==> config.mk <==
export PLATFORM = sky130hd
export DESIGN_NAME = pulse_interval_meter
export DESIGN_NICKNAME = d
export VERILOG_FILES = /design/src/rtl/pulse_interval_meter_pkg.sv /design/src/rtl/pulse_interval_meter_rise_detect.sv /design/src/rtl/pulse_interval_meter.sv
export SDC_FILE = /design/constraint.sdc
export NUM_CORES = 1
export LEC_CHECK = 0
export CAP_MARGIN = 10
export CORE_AREA = 2 2 55 57
export DETAILED_ROUTE_END_ITERATION = 16
export DIE_AREA = 0 0 57 59
export GPL_ROUTABILITY_DRIVEN = 0
export HOLD_SLACK_MARGIN = 0.08
export PLACE_DENSITY = 0.72
export SYNTH_ARGS = -nofsm -noshare
export SYNTH_HDL_FRONTEND = slang
export SYNTH_SLANG_ARGS = --single-unit
==> constraint.sdc <==
create_clock -name clk -period 2.25 [get_ports clk]
set_input_delay 0.225 -clock clk [delete_from_list [all_inputs] [get_ports clk]]
set_output_delay 0.225 -clock clk [all_outputs]
set_load 0.05 [all_outputs]
==> src/rtl/pulse_interval_meter_pkg.sv <==
// Shared types and constants for the pulse interval meter.
package pulse_meter_pkg;

    typedef enum logic [1:0] {
        IDLE    = 2'd0,
        MEASURE = 2'd1,
        HOLD    = 2'd2
    } meter_state_t;

    localparam int MEAS_W      = 8;
    localparam int MEAS_SAT    = 255;
    localparam int DEF_CNT_W   = 8;
    localparam int DEF_TIMEOUT = 200;

endpackage

==> src/rtl/pulse_interval_meter_rise_detect.sv <==
// Rising-edge detector: one registered copy of the line, updated every cycle.
module rise_detect (
    input  logic clk,
    input  logic reset,
    input  logic in,
    output logic rise
);

    logic r_in_q;

    // Delay the line by one cycle; reset clears it so a line already high counts as an edge.
    always_ff @(posedge clk) begin
        if (reset) begin
            r_in_q <= 1'b0;
        end else begin
            r_in_q <= in;
        end
    end

    assign rise = in & ~r_in_q;

endmodule

==> src/rtl/pulse_interval_meter.sv <==
// Measures cycles from a start-line rising edge to the next stop-line rising edge.
//
//   state   | meaning
//   --------+-----------------------------------------------------------
//   IDLE    | waiting for a start edge; stop edges are ignored
//   MEASURE | counting; ends on a stop edge or when the count hits TIMEOUT
//   HOLD    | result presented with result_valid until result_ack
module pulse_interval_meter
    import pulse_meter_pkg::*;
#(
    parameter int CNT_W   = DEF_CNT_W,
    parameter int TIMEOUT = DEF_TIMEOUT
) (
    input  logic              clk,
    input  logic              reset,
    input  logic              start_pulse,
    input  logic              stop_pulse,
    input  logic              result_ack,
    output logic [CNT_W-1:0]  interval,
    output logic              timeout,
    output logic              result_valid,
    output logic              busy,
    output logic [MEAS_W-1:0] meas_count
);

    localparam logic [CNT_W-1:0]  TIMEOUT_V  = CNT_W'(TIMEOUT);
    localparam logic [MEAS_W-1:0] MEAS_SAT_V = MEAS_W'(MEAS_SAT);

    meter_state_t      r_state;
    logic [CNT_W-1:0]  r_cnt;
    logic [CNT_W-1:0]  r_interval;
    logic              r_timeout;
    logic [MEAS_W-1:0] r_meas_count;
    logic              w_start_rise;
    logic              w_stop_rise;

    rise_detect u_start_rise (
        .clk   (clk),
        .reset (reset),
        .in    (start_pulse),
        .rise  (w_start_rise)
    );

    rise_detect u_stop_rise (
        .clk   (clk),
        .reset (reset),
        .in    (stop_pulse),
        .rise  (w_stop_rise)
    );

    // Sequencing FSM with the interval counter and held result registers.
    always_ff @(posedge clk) begin
        if (reset) begin
            r_state      <= IDLE;
            r_cnt        <= '0;
            r_interval   <= '0;
            r_timeout    <= 1'b0;
            r_meas_count <= '0;
        end else begin
            case (r_state)
                IDLE: begin
                    // A stop edge coinciding with the start edge is simply dropped.
                    if (w_start_rise) begin
                        r_cnt   <= CNT_W'(1);
                        r_state <= MEASURE;
                    end
                end
                MEASURE: begin
                    // Stop edge has priority over the timeout in the same cycle.
                    if (w_stop_rise) begin
                        r_interval <= r_cnt;
                        r_timeout  <= 1'b0;
                        r_state    <= HOLD;
                        if (r_meas_count < MEAS_SAT_V) begin
                            r_meas_count <= r_meas_count + MEAS_W'(1);
                        end
                    end else if (r_cnt == TIMEOUT_V) begin
                        r_interval <= TIMEOUT_V;
                        r_timeout  <= 1'b1;
                        r_state    <= HOLD;
                    end else begin
                        r_cnt <= r_cnt + CNT_W'(1);
                    end
                end
                HOLD: begin
                    if (result_ack) begin
                        r_state <= IDLE;
                    end
                end
                default: begin
                    r_state <= IDLE;
                end
            endcase
        end
    end

    assign busy         = (r_state == MEASURE);
    assign result_valid = (r_state == HOLD);
    assign interval     = r_interval;
    assign timeout      = r_timeout;
    assign meas_count   = r_meas_count;

endmodule
======== Yosys cells after proc, flatten, opt, wreduce, memory -nomap -nowiden ========
Cells that the tools add are included.
word-level totals
  register bits ........................... 29
  latch bits .............................. 0
  RAM bits ................................ 0
  ROM bits ................................ 0
  bits of input ports ..................... 5
  output and inout port bits .............. 19
  memories ................................ 0
cells by class
  add/sub/neg operators ................... 2
  $mul .................................... 0
  div/mod/pow operators ................... 0
  magnitude comparators ................... 1
  eq/ne operators ......................... 8
  shift operators ......................... 0
  multiplexer cells ....................... 13
  bitwise operators ....................... 4
  reduce and logical (&&, ||, !) cells .... 7
operators by type and width
  cell                 number
  $mux 8               5
  $add 8x1->8 const B  2
  $pmux 8 s2           1
  $eq 8x8->1 const B   1
  $lt 8x8->1 const B   1
  $mux 2               4
  $ne 2x2->1 const B   3
  $pmux 2 s3           1
  $reduce_and 3->1     2
  $reduce_and 4->1     1
  $reduce_bool 2->1    2
  $ne 3x1->1 const B   1
  $and 1x1->1          2
  $eq 2x1->1 const B   1
  $eq 2x2->1 const B   1
  $logic_not 2->1      1
  $mux 1               2
  $ne 2x1->1 const B   1
  $not 1->1            2
  $reduce_and 2->1     1

======== Logic depth before layout (Yosys ltp) ========
  word-level depth ........................ 4
  depth in mapped cells ................... 6
  depth with buffers taken out ............ 6

======== Hierarchy ========
A second synthesis with hierarchy kept.
unflattened totals
  cells, all modules ...................... 147
  area, all modules ....................... 1371.3 um2
by module, submodules not included
  module                instances  cells an instance  area an instance (um2)  sequential area each (um2)
  pulse_interval_meter  1          141                1276.2                  540.5
  rise_detect           2          3                  47.5                    20.0

======== Least setup slack after synthesis ========
No wires, ideal clock.
  path type ............................... register to register
  from .................................... register r_meas_count[0] (netlist: meas_count[0])
  to ...................................... register r_meas_count[1] (netlist: meas_count[1])
  arrival ................................. 1.810 ns
  path slack .............................. 0.313 ns
  stages on the path, launching flop included .. 6
  buffers on the path ..................... 0
  period minus slack after synthesis ...... 1.937 ns
  path through ............................ dfxtp_1 -> ha_1 -> nand4_1 -> o21ai_0 -> mux2i_1 -> nor2_1
on the way
  longest elaborated chain between the ends .. 2
  elaborated cells between the ends (all ways) .. 3
  classes of those cells .................. 1 x add/sub; 1 x order compare; 1 x reduce/logical
ends and longest elaborated chain
  element                     line                        text
  from (decl)                 pulse_interval_meter.sv:33  logic [MEAS_W-1:0] r_meas_count;
  from (signal assigned)      pulse_interval_meter.sv:75  r_meas_count <= r_meas_count + MEAS_W'(1);
  $lt 8x8->1                  pulse_interval_meter.sv:74  if (r_meas_count < MEAS_SAT_V) begin
  $reduce_and 3->1 (no line)  -
Several ways; a longest one is shown, not always the timed one.
A chain may end at the register's enable or synchronous reset.

======== Final worst setup path ========
  from .................................... register r_state[1]
  to ...................................... output port result_valid
on the way
  longest elaborated chain between the ends .. 1
ends and longest elaborated chain
  element                 line                        text
  from (decl)             pulse_interval_meter.sv:29  meter_state_t r_state;
  from (signal assigned)  pulse_interval_meter.sv:54  r_state <= IDLE;
  from (signal assigned)  pulse_interval_meter.sv:65  r_state <= MEASURE;
  from (signal assigned)  pulse_interval_meter.sv:73  r_state <= HOLD;
  $eq 2x2->1              pulse_interval_meter.sv:98  assign result_valid = (r_state == HOLD);
  to (decl)               pulse_interval_meter.sv:21  output logic result_valid,
No other way between the ends.

==> results.rst <==
.. list-table::
   :header-rows: 1

   * - Metric
     - Value
   * - Pin count of the biggest net entering global routing
     - 19
   * - H-Tree Level Count
     - 2
   * - Max stage delay cell, worst path
     - sky130_fd_sc_hd__clkdlybuf4s50_1
   * - Floorplan row count
     - 19
   * - Number of buffers inserted during clock tree synthesis
     - 5
   * - Standby leakage power
     - a little over 0.6 nW
   * - Post-route antenna net violation count
     - 0
   * - Clock latency on the worst-skew pair
     - between 0.3 and 0.4 ns
   * - Via count of the routed design
     - ~1200
   * - Placed wire-length estimate after detailed placement
     - about 2200 µm
   * - Aggregate negative setup slack
     - 0 ns
   * - Syn_nets
     - about 150
   * - Type of the setup path with the least slack
     - reg -> out
   * - Worst-path fanout max
     - 6
   * - Drt initial violations
     - 42
   * - Buffers added on ports
     - 23
   * - Number of buffers inserted for hold repair after clock tree synthesis
     - 0
   * - Area growth syn-to-layout
     - 26.4%
   * - Die footprint
     - 3360 µm²
   * - Adder-cell area share of the yosys netlist
     - approximately 2.8%
   * - Final hold slack
     - 0.459 ns
   * - Share of post-route cells with drive strength above 1
     - about a tenth
   * - Register bit total from synthesis
     - 29
   * - Count of non-filler cells in the finished layout
     - about 200
   * - Worst r2r src
     - r_cnt[0]
   * - DP Area
     - about 1600 µm²
   * - Buffer cell driving the clock tree root
     - sky130_fd_sc_hd__clkbuf_4
   * - Startpoint of the most critical hold path
     - interval[6]
   * - Maximum buffer depth of the clock tree
     - 2
   * - Crit. End Element
     - primary output
   * - Max frequency
     - 498 MHz
   * - Fraction of the mapped netlist area in compound gates
     - 19.4%
   * - Initial Utilization
     - around half
   * - Final-report max-slew violation count
     - 0
   * - Main flop type after synthesis
     - sky130_fd_sc_hd__dfxtp_1
   * - Remaining DRCs
     - 0
   * - Actual transition at the worst max-transition pin
     - just over 0.5 ns
   * - Cell count after synthesis
     - between 100 and 150
   * - # IOs
     - 24
   * - Distinct cells, synth
     - 38
   * - Post-synthesis share of cell area spent on xor and xnor gates
     - under 10%
   * - Post-synthesis sequential area ratio
     - 43.4%
   * - Fraction of synthesized area in multiplexers
     - between 2 and 2.5%
   * - Layout Cell Area excl Fill
     - roughly 1700 µm²
   * - Number of antenna violations at the first check in global routing
     - 0
   * - Floorplan core area
     - 2710 µm²
   * - Combinational family with the most area after synthesis
     - simple AND/OR/NAND/NOR gates
   * - Grt ovf
     - 0
   * - Async SR Flop Fraction
     - 0%
   * - Crit. Startpoint
     - r_state[1]
   * - Outcome
     - complete, no violations
   * - Number of global-route vias before repair
     - between 1000 and 1500
   * - Min cycle time layout
     - 2.01 ns
   * - Wire length of the first global-routing pass
     - roughly 5300 µm
   * - GRT Resource Usage Total
     - ~20%
   * - Placed insts
     - about 190
   * - Clock-pin slew on the worst setup and hold paths
     - about 0.10 ns
   * - Length of the first detailed-routing pass in iterations
     - 4
   * - Remaining max-slew budget at the tightest pin
     - between 60% and 70%
   * - Worst-case reg-to-reg path depth
     - 6
   * - Total of endpoints with negative setup slack in the final report
     - 0
   * - Simple-Gate Fraction of Synth Area
     - 25.0%
   * - Cell count of the worst hold path
     - 2
   * - Unrepaired setup endpoints after global routing
     - false
   * - CP Cell Sequence
     - nor2b_1, clkdlybuf4s50_1
   * - Width of the die
     - approximately 57 µm
   * - Area taken by flip-flops and latches
     - 581 µm²
   * - Worst-case vdd ir drop
     - around 660 µV
   * - Post-Synthesis Cell Area
     - between 1000 and 1500 µm²
   * - Power density normalized to cell area
     - 653 nW/µm²
   * - Mean post-synth cell area
     - 9.35 µm²
   * - Total clock sinks
     - 29
   * - Die Ht
     - slightly below 60 µm
   * - Data required time at the worst endpoint
     - ~2.0 ns
   * - Number of hold-slack violations in the final timing report
     - 0
   * - Filler instances
     - between 200 and 250
   * - Multi-input logic area
     - just over 700 µm²
   * - Maxcap violations
     - 0
   * - Data arrival time of the critical path
     - about 1.8 ns
   * - Worst-case clock skew
     - 0.00478 ns
   * - Crit share post-route
     - 89.3%
   * - Clock tree from TritonCTS
     - built
   * - Crit start category
     - flop
   * - Number of warnings reported in the yosys synthesis log
     - 0
   * - Number of flops mapped to enable cells by yosys
     - 0
   * - Routed wire length
     - just over 3000 µm
   * - N_diodes
     - 0
   * - Worst hold path class
     - reg -> reg
   * - Wirelength per Cell
     - between 15 and 20 µm
   * - Number of nets at the end of the flow
     - approximately 180
   * - Delay of the slowest critical-path stage
     - roughly 0.83 ns
   * - Detail-routed via count per cell
     - 6.05
==> power breakdown <==
group          internal, W  switching, W  total (W)  leakage, nW
logic            0.0000406     0.0000714   0.000112        0.336
clock network     0.000264      0.000194   0.000457       0.0445
registers         0.000524     0.0000105   0.000534        0.235
==> path summary, 6_finish.rpt <==
check	endpoint	slack (ns)
setup / recovery	result_valid	0.24
hold / removal	interval[6]	0.46
setup reg to reg	r_cnt[6]	0.38
hold reg to reg	interval[6]	0.46
==> cells by family after synthesis <==
group,count (synthesis)
DFF,29
buffers and inverters,14
AOI/OAI and AO/OA,33
xor gates and xnor gates,5
adders and majority gates,3
muxes,3
and+or+nand+nor,56
==> cells in the mapped netlist (all sizes together) (2+ instances only) <==
cell type	count	area, µm²
dfxtp	29	581
nor2	15	56.3
nand3	10	50.1
inv	8	30.0
clkbuf	6	22.5
a211oi	5	50.1
a22oi	5	37.5
o211ai	5	37.5
or3	5	32.5
and3	4	26.3
nor2b	4	25.0
xor2	4	35.0
a21oi	3	15.0
a31oi	3	25.0
ha	3	37.5
mux2i	3	30.0
nor3	3	15.0
nor4b	3	26.3
o2111ai	3	26.3
o31ai	3	22.5
a211o	2	17.5
and4bb	2	25.0
nand2b	2	12.5
nand4	2	12.5
o21ai	2	10.0
==> what timing repair did <==
item / 4_1_cts / 5_1_grt
setup endpoints to repair: 0 / 1
setup buffers: 0 / 0
hold endpoints to repair: 0 / 0
gates resized for setup: 0 / 1
==> metrics by stage <==
step                      setup WS [ns]  total power (W)  utilization, %
after CTS                        0.0602          0.00111            62.3
after global placement            0.431         0.000655            59.0
final                             0.240          0.00110            62.4
after floorplan                   0.313         0.000621               -
after global routing              0.129          0.00115            62.4
after detailed placement          0.361         0.000658            59.0
==> state kept, by name, summed over array words and instances, names as in the netlist <==
register             count
interval                 8
r_state                  2
timeout                  1
r_cnt                    8
meas_count               8
u_stop_rise.r_in_q       1
u_start_rise.r_in_q      1
==> final cells by class <==
| type | count | area share, % |
|---|---|---|
| clock buffer | 6 | 3.03 |
| timing repair buffer | 25 | 14.7 |
| tap | 31 | 2.29 |
| inverter | 8 | 1.78 |
| multi-input combinational | 100 | 41.7 |
| sequential | 29 | 34.3 |
| clock inverter | 2 | 2.22 |
==> layout by cell type (no fill, tap or decap), types with 2 or more instances in the layout <==
| cell type | instances |
|---|---|
| sky130_fd_sc_hd__a211o_1 | 2 |
| sky130_fd_sc_hd__a211oi_1 | 4 |
| sky130_fd_sc_hd__a21oi_1 | 3 |
| sky130_fd_sc_hd__a22oi_1 | 5 |
| sky130_fd_sc_hd__a31oi_1 | 2 |
| sky130_fd_sc_hd__and3_1 | 3 |
| sky130_fd_sc_hd__and4bb_2 | 2 |
| sky130_fd_sc_hd__buf_4 | 2 |
| sky130_fd_sc_hd__clkbuf_4 | 5 |
| sky130_fd_sc_hd__clkdlybuf4s50_1 | 22 |
| sky130_fd_sc_hd__dfxtp_1 | 29 |
| sky130_fd_sc_hd__ha_1 | 3 |
| sky130_fd_sc_hd__inv_1 | 8 |
| sky130_fd_sc_hd__mux2i_1 | 3 |
| sky130_fd_sc_hd__nand2b_1 | 2 |
| sky130_fd_sc_hd__nand3_1 | 10 |
| sky130_fd_sc_hd__nand4_1 | 2 |
| sky130_fd_sc_hd__nor2_1 | 15 |
| sky130_fd_sc_hd__nor2b_1 | 4 |
| sky130_fd_sc_hd__nor3_1 | 3 |
| sky130_fd_sc_hd__nor4b_1 | 3 |
| sky130_fd_sc_hd__o2111ai_1 | 3 |
| sky130_fd_sc_hd__o211ai_1 | 5 |
| sky130_fd_sc_hd__o21ai_0 | 2 |
| sky130_fd_sc_hd__o31ai_1 | 3 |
| sky130_fd_sc_hd__or3_1 | 4 |
| sky130_fd_sc_hd__xor2_1 | 4 |
==> layer usage <==
metal | global-route usage [%] | vias up | wire (µm)
li1 | - | 586 | -
met3 | 7.21 | 8 | 142
met2 | 30.7 | 35 | 1460
met4 | 11.6 | 0 | 79
met1 | 25.6 | 588 | 1420
met5 | 0 | - | 0
==> critical path, delay by kind of cell, from the launching register on <==
family | cells | cell delay, ns
AND/OR/NAND/NOR | 1 | 0.21
flip-flops | 1 | 0.42
buffers and inverters | 1 | 0.83
Note: power is estimated with default switching activity, not from simulation.
